**config.mk**
```make
export PLATFORM = sky130hd
export DESIGN_NAME = grid_cursor_selector
export DESIGN_NICKNAME = d
export VERILOG_FILES = /design/src/rtl/grid_pkg.sv /design/src/rtl/grid_onehot_dec.sv /design/src/rtl/grid_cursor_selector.sv
export SDC_FILE = /design/constraint.sdc
export NUM_CORES = 1
export LEC_CHECK = 0
export CORE_MARGIN = 4
export CORE_UTILIZATION = 57
export CTS_CLUSTER_DIAMETER = 60
export DETAILED_ROUTE_END_ITERATION = 6
export PLACE_DENSITY = 0.85
export SLEW_MARGIN = 20
export SYNTH_ARGS = -nofsm -noshare
export SYNTH_HDL_FRONTEND = slang
export SYNTH_SLANG_ARGS = --single-unit
```
**constraint.sdc**
```tcl
create_clock -name clk -period 8.5 [get_ports clk]
set_input_delay 1.7 -clock clk [delete_from_list [all_inputs] [get_ports clk]]
set_output_delay 1.7 -clock clk [all_outputs]
set_load 0.01 [all_outputs]
```
**src/rtl/grid_pkg.sv**
```systemverilog
// Shared definitions for the grid cursor block: width helper and control FSM states.
package grid_pkg;

  // Width of a field that must hold values 0..n-1; never narrower than one bit.
  function automatic int width_of(input int n);
    return (n <= 2) ? 1 : $clog2(n);
  endfunction

  // Control FSM: one-cycle ACCEPT/REJECT pulses, DONE while the whole grid is visited.
  typedef enum logic [1:0] {
    ST_IDLE   = 2'd0,
    ST_ACCEPT = 2'd1,
    ST_REJECT = 2'd2,
    ST_DONE   = 2'd3
  } ctrl_state_t;

endpackage

```
**src/rtl/grid_onehot_dec.sv**
```systemverilog
// Parametrised 1-to-N demux: drives exactly one bit of sel for idx < N, none otherwise.
module grid_onehot_dec #(
  parameter int N = 36,
  parameter int W = 6
) (
  input  logic [W-1:0] idx,
  output logic [N-1:0] sel
);

  // Compare idx against every output position.
  always_comb begin
    // NOTE: every variable written in a combinational block gets a default first,
    // otherwise a path that skips the assignment infers a latch.
    sel = '0;
    for (int i = 0; i < N; i++) begin
      if (idx == W'(i)) sel[i] = 1'b1;
    end
  end

endmodule

```
**src/rtl/grid_cursor_selector.sv**
```systemverilog
// Registered cursor over a ROWS x COLS grid with a visited-cell map and
// accept/reject pulses for player confirmations.
module grid_cursor_selector
  import grid_pkg::*;
#(
  parameter int ROWS     = 6,
  parameter int COLS     = 6,
  parameter bit WRAP     = 1'b1,
  parameter int HOME_ROW = 0,
  parameter int HOME_COL = 0,
  localparam int ROW_W   = width_of(ROWS),
  localparam int COL_W   = width_of(COLS),
  localparam int N_CELLS = ROWS * COLS,
  localparam int IDX_W   = width_of(N_CELLS)
) (
  input  logic               clk,
  input  logic               rst_n,
  input  logic               mv_up,
  input  logic               mv_dn,
  input  logic               mv_lf,
  input  logic               mv_rt,
  input  logic               home,
  input  logic               confirm,
  input  logic               clear_map,
  output logic [ROW_W-1:0]   row,
  output logic [COL_W-1:0]   col,
  output logic [IDX_W-1:0]   idx,
  output logic [N_CELLS-1:0] cell_sel,
  output logic               sel_valid,
  output logic [IDX_W-1:0]   sel_idx,
  output logic               sel_reject,
  output logic               all_visited
);

  localparam logic [ROW_W-1:0] ROW_LAST = ROW_W'(ROWS - 1);
  localparam logic [COL_W-1:0] COL_LAST = COL_W'(COLS - 1);
  localparam logic [ROW_W-1:0] ROW_HOME = ROW_W'(HOME_ROW);
  localparam logic [COL_W-1:0] COL_HOME = COL_W'(HOME_COL);

  logic [ROW_W-1:0]   row_next;
  logic [COL_W-1:0]   col_next;
  logic [N_CELLS-1:0] visited;
  logic               cell_seen;
  logic               accept_now;
  logic               reject_now;
  ctrl_state_t        state;
  ctrl_state_t        state_next;

  // Vertical step: home wins, opposite pulses cancel, edges wrap or clamp.
  always_comb begin
    row_next = row;
    if (home) begin
      row_next = ROW_HOME;
    end else if (mv_up && !mv_dn) begin
      if (row == '0) row_next = WRAP ? ROW_LAST : row;
      else           row_next = row - ROW_W'(1);
    end else if (mv_dn && !mv_up) begin
      if (row == ROW_LAST) row_next = WRAP ? '0 : row;
      else                 row_next = row + ROW_W'(1);
    end
  end

  // Horizontal step: same rules as the vertical axis, evaluated independently.
  always_comb begin
    col_next = col;
    if (home) begin
      col_next = COL_HOME;
    end else if (mv_lf && !mv_rt) begin
      if (col == '0) col_next = WRAP ? COL_LAST : col;
      else           col_next = col - COL_W'(1);
    end else if (mv_rt && !mv_lf) begin
      if (col == COL_LAST) col_next = WRAP ? '0 : col;
      else                 col_next = col + COL_W'(1);
    end
  end

  // Cursor register.
  always_ff @(posedge clk or negedge rst_n) begin
    if (!rst_n) begin
      row <= ROW_HOME;
      col <= COL_HOME;
    end else begin
      // NOTE: clocked state uses non-blocking assignments so every flop samples
      // the pre-edge values of the others, independent of statement order.
      row <= row_next;
      col <= col_next;
    end
  end

  // Linear index at full IDX_W width; row/col never exceed their last value,
  // so idx stays below ROWS*COLS.
  assign idx = (IDX_W'(row) * IDX_W'(COLS)) + IDX_W'(col);

  grid_onehot_dec #(
    .N (N_CELLS),
    .W (IDX_W)
  ) u_dec (
    .idx (idx),
    .sel (cell_sel)
  );

  // Confirm decisions use the pre-move cursor of the same cycle; clear_map and
  // a full map both suppress them.
  assign cell_seen  = |(visited & cell_sel);
  assign accept_now = confirm && !clear_map && !all_visited && !cell_seen;
  assign reject_now = confirm && !clear_map && !all_visited &&  cell_seen;

  // Visited map, full-map flag and captured selection index.
  always_ff @(posedge clk or negedge rst_n) begin
    if (!rst_n) begin
      // NOTE: the map is a plain flop vector, so it is reset here; a reset
      // mid-game must forget every visited cell at once.
      visited     <= '0;
      all_visited <= 1'b0;
      sel_idx     <= '0;
    end else if (clear_map) begin
      visited     <= '0;
      all_visited <= 1'b0;
    end else if (accept_now) begin
      visited     <= visited | cell_sel;
      all_visited <= &(visited | cell_sel);
      sel_idx     <= idx;
    end
  end

  // Control FSM state register.
  always_ff @(posedge clk or negedge rst_n) begin
    if (!rst_n) state <= ST_IDLE;
    else        state <= state_next;
  end

  // Control FSM next state.
  always_comb begin
    state_next = state;
    unique case (state)
      ST_IDLE, ST_ACCEPT, ST_REJECT: begin
        if (clear_map)       state_next = ST_IDLE;
        else if (all_visited) state_next = ST_DONE;
        else if (accept_now) state_next = ST_ACCEPT;
        else if (reject_now) state_next = ST_REJECT;
        else                 state_next = ST_IDLE;
      end
      ST_DONE: begin
        if (clear_map) state_next = ST_IDLE;
      end
    endcase
  end

  // Control FSM outputs: one-cycle pulses straight from the state.
  always_comb begin
    sel_valid  = 1'b0;
    sel_reject = 1'b0;
    unique case (state)
      ST_ACCEPT: sel_valid  = 1'b1;
      ST_REJECT: sel_reject = 1'b1;
      ST_IDLE, ST_DONE: ;
    endcase
  end

endmodule
```
==> results.toml <==
[outcome]
status = "completed"

[synth]
synth-xor-area-share_pct = 1.77
netlist_instances = 416
syn-cell-area_um2 = 3540
yosysMostFrequentCell = "nor2_1"
synthSimpleGateAreaFrac_pct = 21.8
synth_top_family_by_area = "compound AO/OA/AOI/OAI gates"
synth_common_cells = "60 x nor2_1, 51 x dfrtp_1, 28 x inv_1"
synth_compound_area_share_pct = 23.6
netlist.area_leader.share_pct = 36.0
synth_edf_count = 0
muxShareOfSynthArea_pct = 4.59
synth_top_area_cell = "dfrtp_1"
synthFlopType = "dfrtp_1"
seq_area_frac_synth_pct = 36.0
synthTopCellsByArea = "dfrtp_1 36%, nor2_1 6.4%, a31oi_1 4.2%, o32ai_1 4.0%, ha_1 3.9%"
ys_warn_count = 0
syn_nets = 437
yosysUniqueCellTypes = 61
synthAdderAreaFrac_pct = 4.45
synth_seq_cells = 51
async_flop_share_pct = 100
syn_area_per_cell_um2 = 8.52

[clocking]
path_clk_slew_ns = 0.10
cts_htree_levels = 2
numCtsBuffers = 5
cts_setup_buffers = 0
ctsHoldBuffers = 0
ctsResizeCount = 0
clk_latency_ns = 0.31
root_buffer = "clkbuf_8"
cts_buffer_depth = 2
cts_tree = "done"
cts.sinks = 51

[finish]
area_growth_pct = 20.4
post-route-util_pct = 71.2
fillers = 469
num-nets-final = 481
drive_gt1_share_pct = 6.51
num_antenna_cells = 0
multi_input_area_um2 = 1990
final_cell_count_no_fill = 536
final-seq-area_um2 = 1280

[pwr]
p_int_uw = 466
leakage_nw = 1.67
switching_power_uw = 276
p_comb_share_pct = 37.5
ir_drop_uv = 153
pwr-share-clk_pct = 25.0
powerDensity_nw_per_um2 = 174
sequentialPowerShare_pct = 37.6
p_sw_share_pct = 37.2

[detailed_routing]
dr.pass1.iters = 5
via_count = 3592
wire_per_inst_um = 20.4
drtIter0Drc = 389
drc = 0
vias_per_cell = 6.70
wl_um = 10900
ant_nets = 0

[sta]
timing.fmax_ghz = 0.162
skew_ns = 0.00877
relSlewSlack_pct = 50.2
finalSetupViolations = 0
hold_viol = 0
post-route-period-util_pct = 72.6
worst_pin_slew_ns = 0.748
slew_violations = 0
setup_tns_ns = 0
rsz0062_at_grt = "false"
period_minus_slack_ns = 6.17

[global_route]
grt_pass1_wl_um = 17900
grt_antenna_before_repair = 0
busiest_layer = "met2"
grt.total_usage_pct = 30.0
first_global_vias = 3473
grtUsageMet3_pct = 5.23
met2_usage_pct = 46.4
grt.overflow.total = 0
met1_usage_pct = 42.9
grt_max_degree = 52

[die]
die_h_um = 86.8
core_um2 = 5990
rows = 28
die_area_um2 = 7540
io-pin-count = 66
start_util_pct = 59.1
chipWidth_um = 86.8

[worst_setup_path]
cp-start-kind = "flip-flop"
crit_type = "flip-flop to primary output"
cp_data_arrival_time_ns = 4.47
ff2ff_setup_slack_ns = 3.16
path_max_fanout = 21
endpoint_kind = "primary output"
cp.required_ns = 6.80

[place]
numPortBuffers = 65
place_inst = 528
place_congestion = 0.969
dp_hpwl_um = 7770

[min_path]
hold_path_class = "flip-flop to flip-flop"

[job]
maxCapViolCount = 0
## layer usage
| layer | share of wire [%] | wire length [µm] |
|---|---|---|
| met3 | 8.7 | 955 |
| met5 | 0 | 0 |
| met4 | 2.4 | 267 |
| met2 | 45 | 4970 |
| met1 | 43 | 4750 |
## worst max-delay path, stage by stage (launching register included)
cell and delay (ns):
dfrtp_1 0.49, inv_1 0.13, ha_1 0.33, ha_1 0.29
a21oi_1 0.15, nor2_1 0.07, xnor3_1 0.76, inv_1 0.53
or3_1 0.60, nor2_1 0.22, clkdlybuf4s50_1 0.58
## power groups by stage
stage / Combinational (mW) / Sequential [mW] / Clock [mW]
after floorplan: 0.165 / 0.284 / 0
after global placement: 0.272 / 0.282 / 0
after detailed placement: 0.274 / 0.283 / 0
after CTS: 0.276 / 0.279 / 0.186
after global routing: 0.301 / 0.282 / 0.195
final: 0.278 / 0.279 / 0.185
## logic make-up after synthesis
family                     after synthesis
adders and majority gates               12
xor gates and xnor gates                 4
AOI/OAI and AO/OA                      116
DFF                                     51
and+or+nand+nor                        157
buffers and inverters                   61
muxes                                   15
## flip-flops by register name, summed over array words and instances (netlist names)
| signal | count |
|---|---|
| state | 2 |
| row | 3 |
| col | 3 |
| all_visited | 1 |
| sel_idx | 6 |
| visited | 36 |
## final cells by class
cell class / count / area share (%)
multi-input cells: 304 / 46.7
flip-flops and latches: 51 / 29.9
well taps: 75 / 2.20
inverters: 30 / 2.64
clock buffers: 6 / 1.94
clock inverters: 2 / 0.909
repair buffers: 68 / 15.7
## cells in the final DEF, fill, tap and decap left out, drive strengths merged, types with 3 or more instances in the layout
master	instances
nand2b	8
o22ai	4
mux2	7
a22oi	6
nand4	6
clkbuf	6
nand3	12
a41oi	9
a211oi	4
mux2i	8
nor4	6
a221oi	3
clkdlybuf4s50	64
inv	31
or3	3
nand2	23
a31oi	24
o32ai	16
a21oi	17
buf	4
nor2b	12
o31ai	3
nor2	60
nor3	16
o21ai	8
dfrtp	51
ha	11
## through the flow
stage	power (mW)	setup slack (ns)	hold WS [ns]	cell area (µm²)
after CTS	0.740	2.42	0.521	4270
after global routing	0.778	2.07	0.540	4270
final	0.742	2.33	0.520	4270
after floorplan	0.449	4.02	0.480	3540
after detailed placement	0.557	2.77	0.498	4140
after global placement	0.554	2.89	0.488	4140
## final timing paths
kind	end	depth (start not counted)	startpoint
max reg2reg	sel_idx[1]	13	row[1]
min reg2reg	sel_idx[5]	1	sel_idx[5]
max	cell_sel[7]	10	row[1]
max in group asynchronous	row[1]	1	rst_n
min in group asynchronous	sel_idx[0]	1	rst_n
min	sel_idx[5]	1	sel_idx[5]
Power figures use the tool's default switching activity.
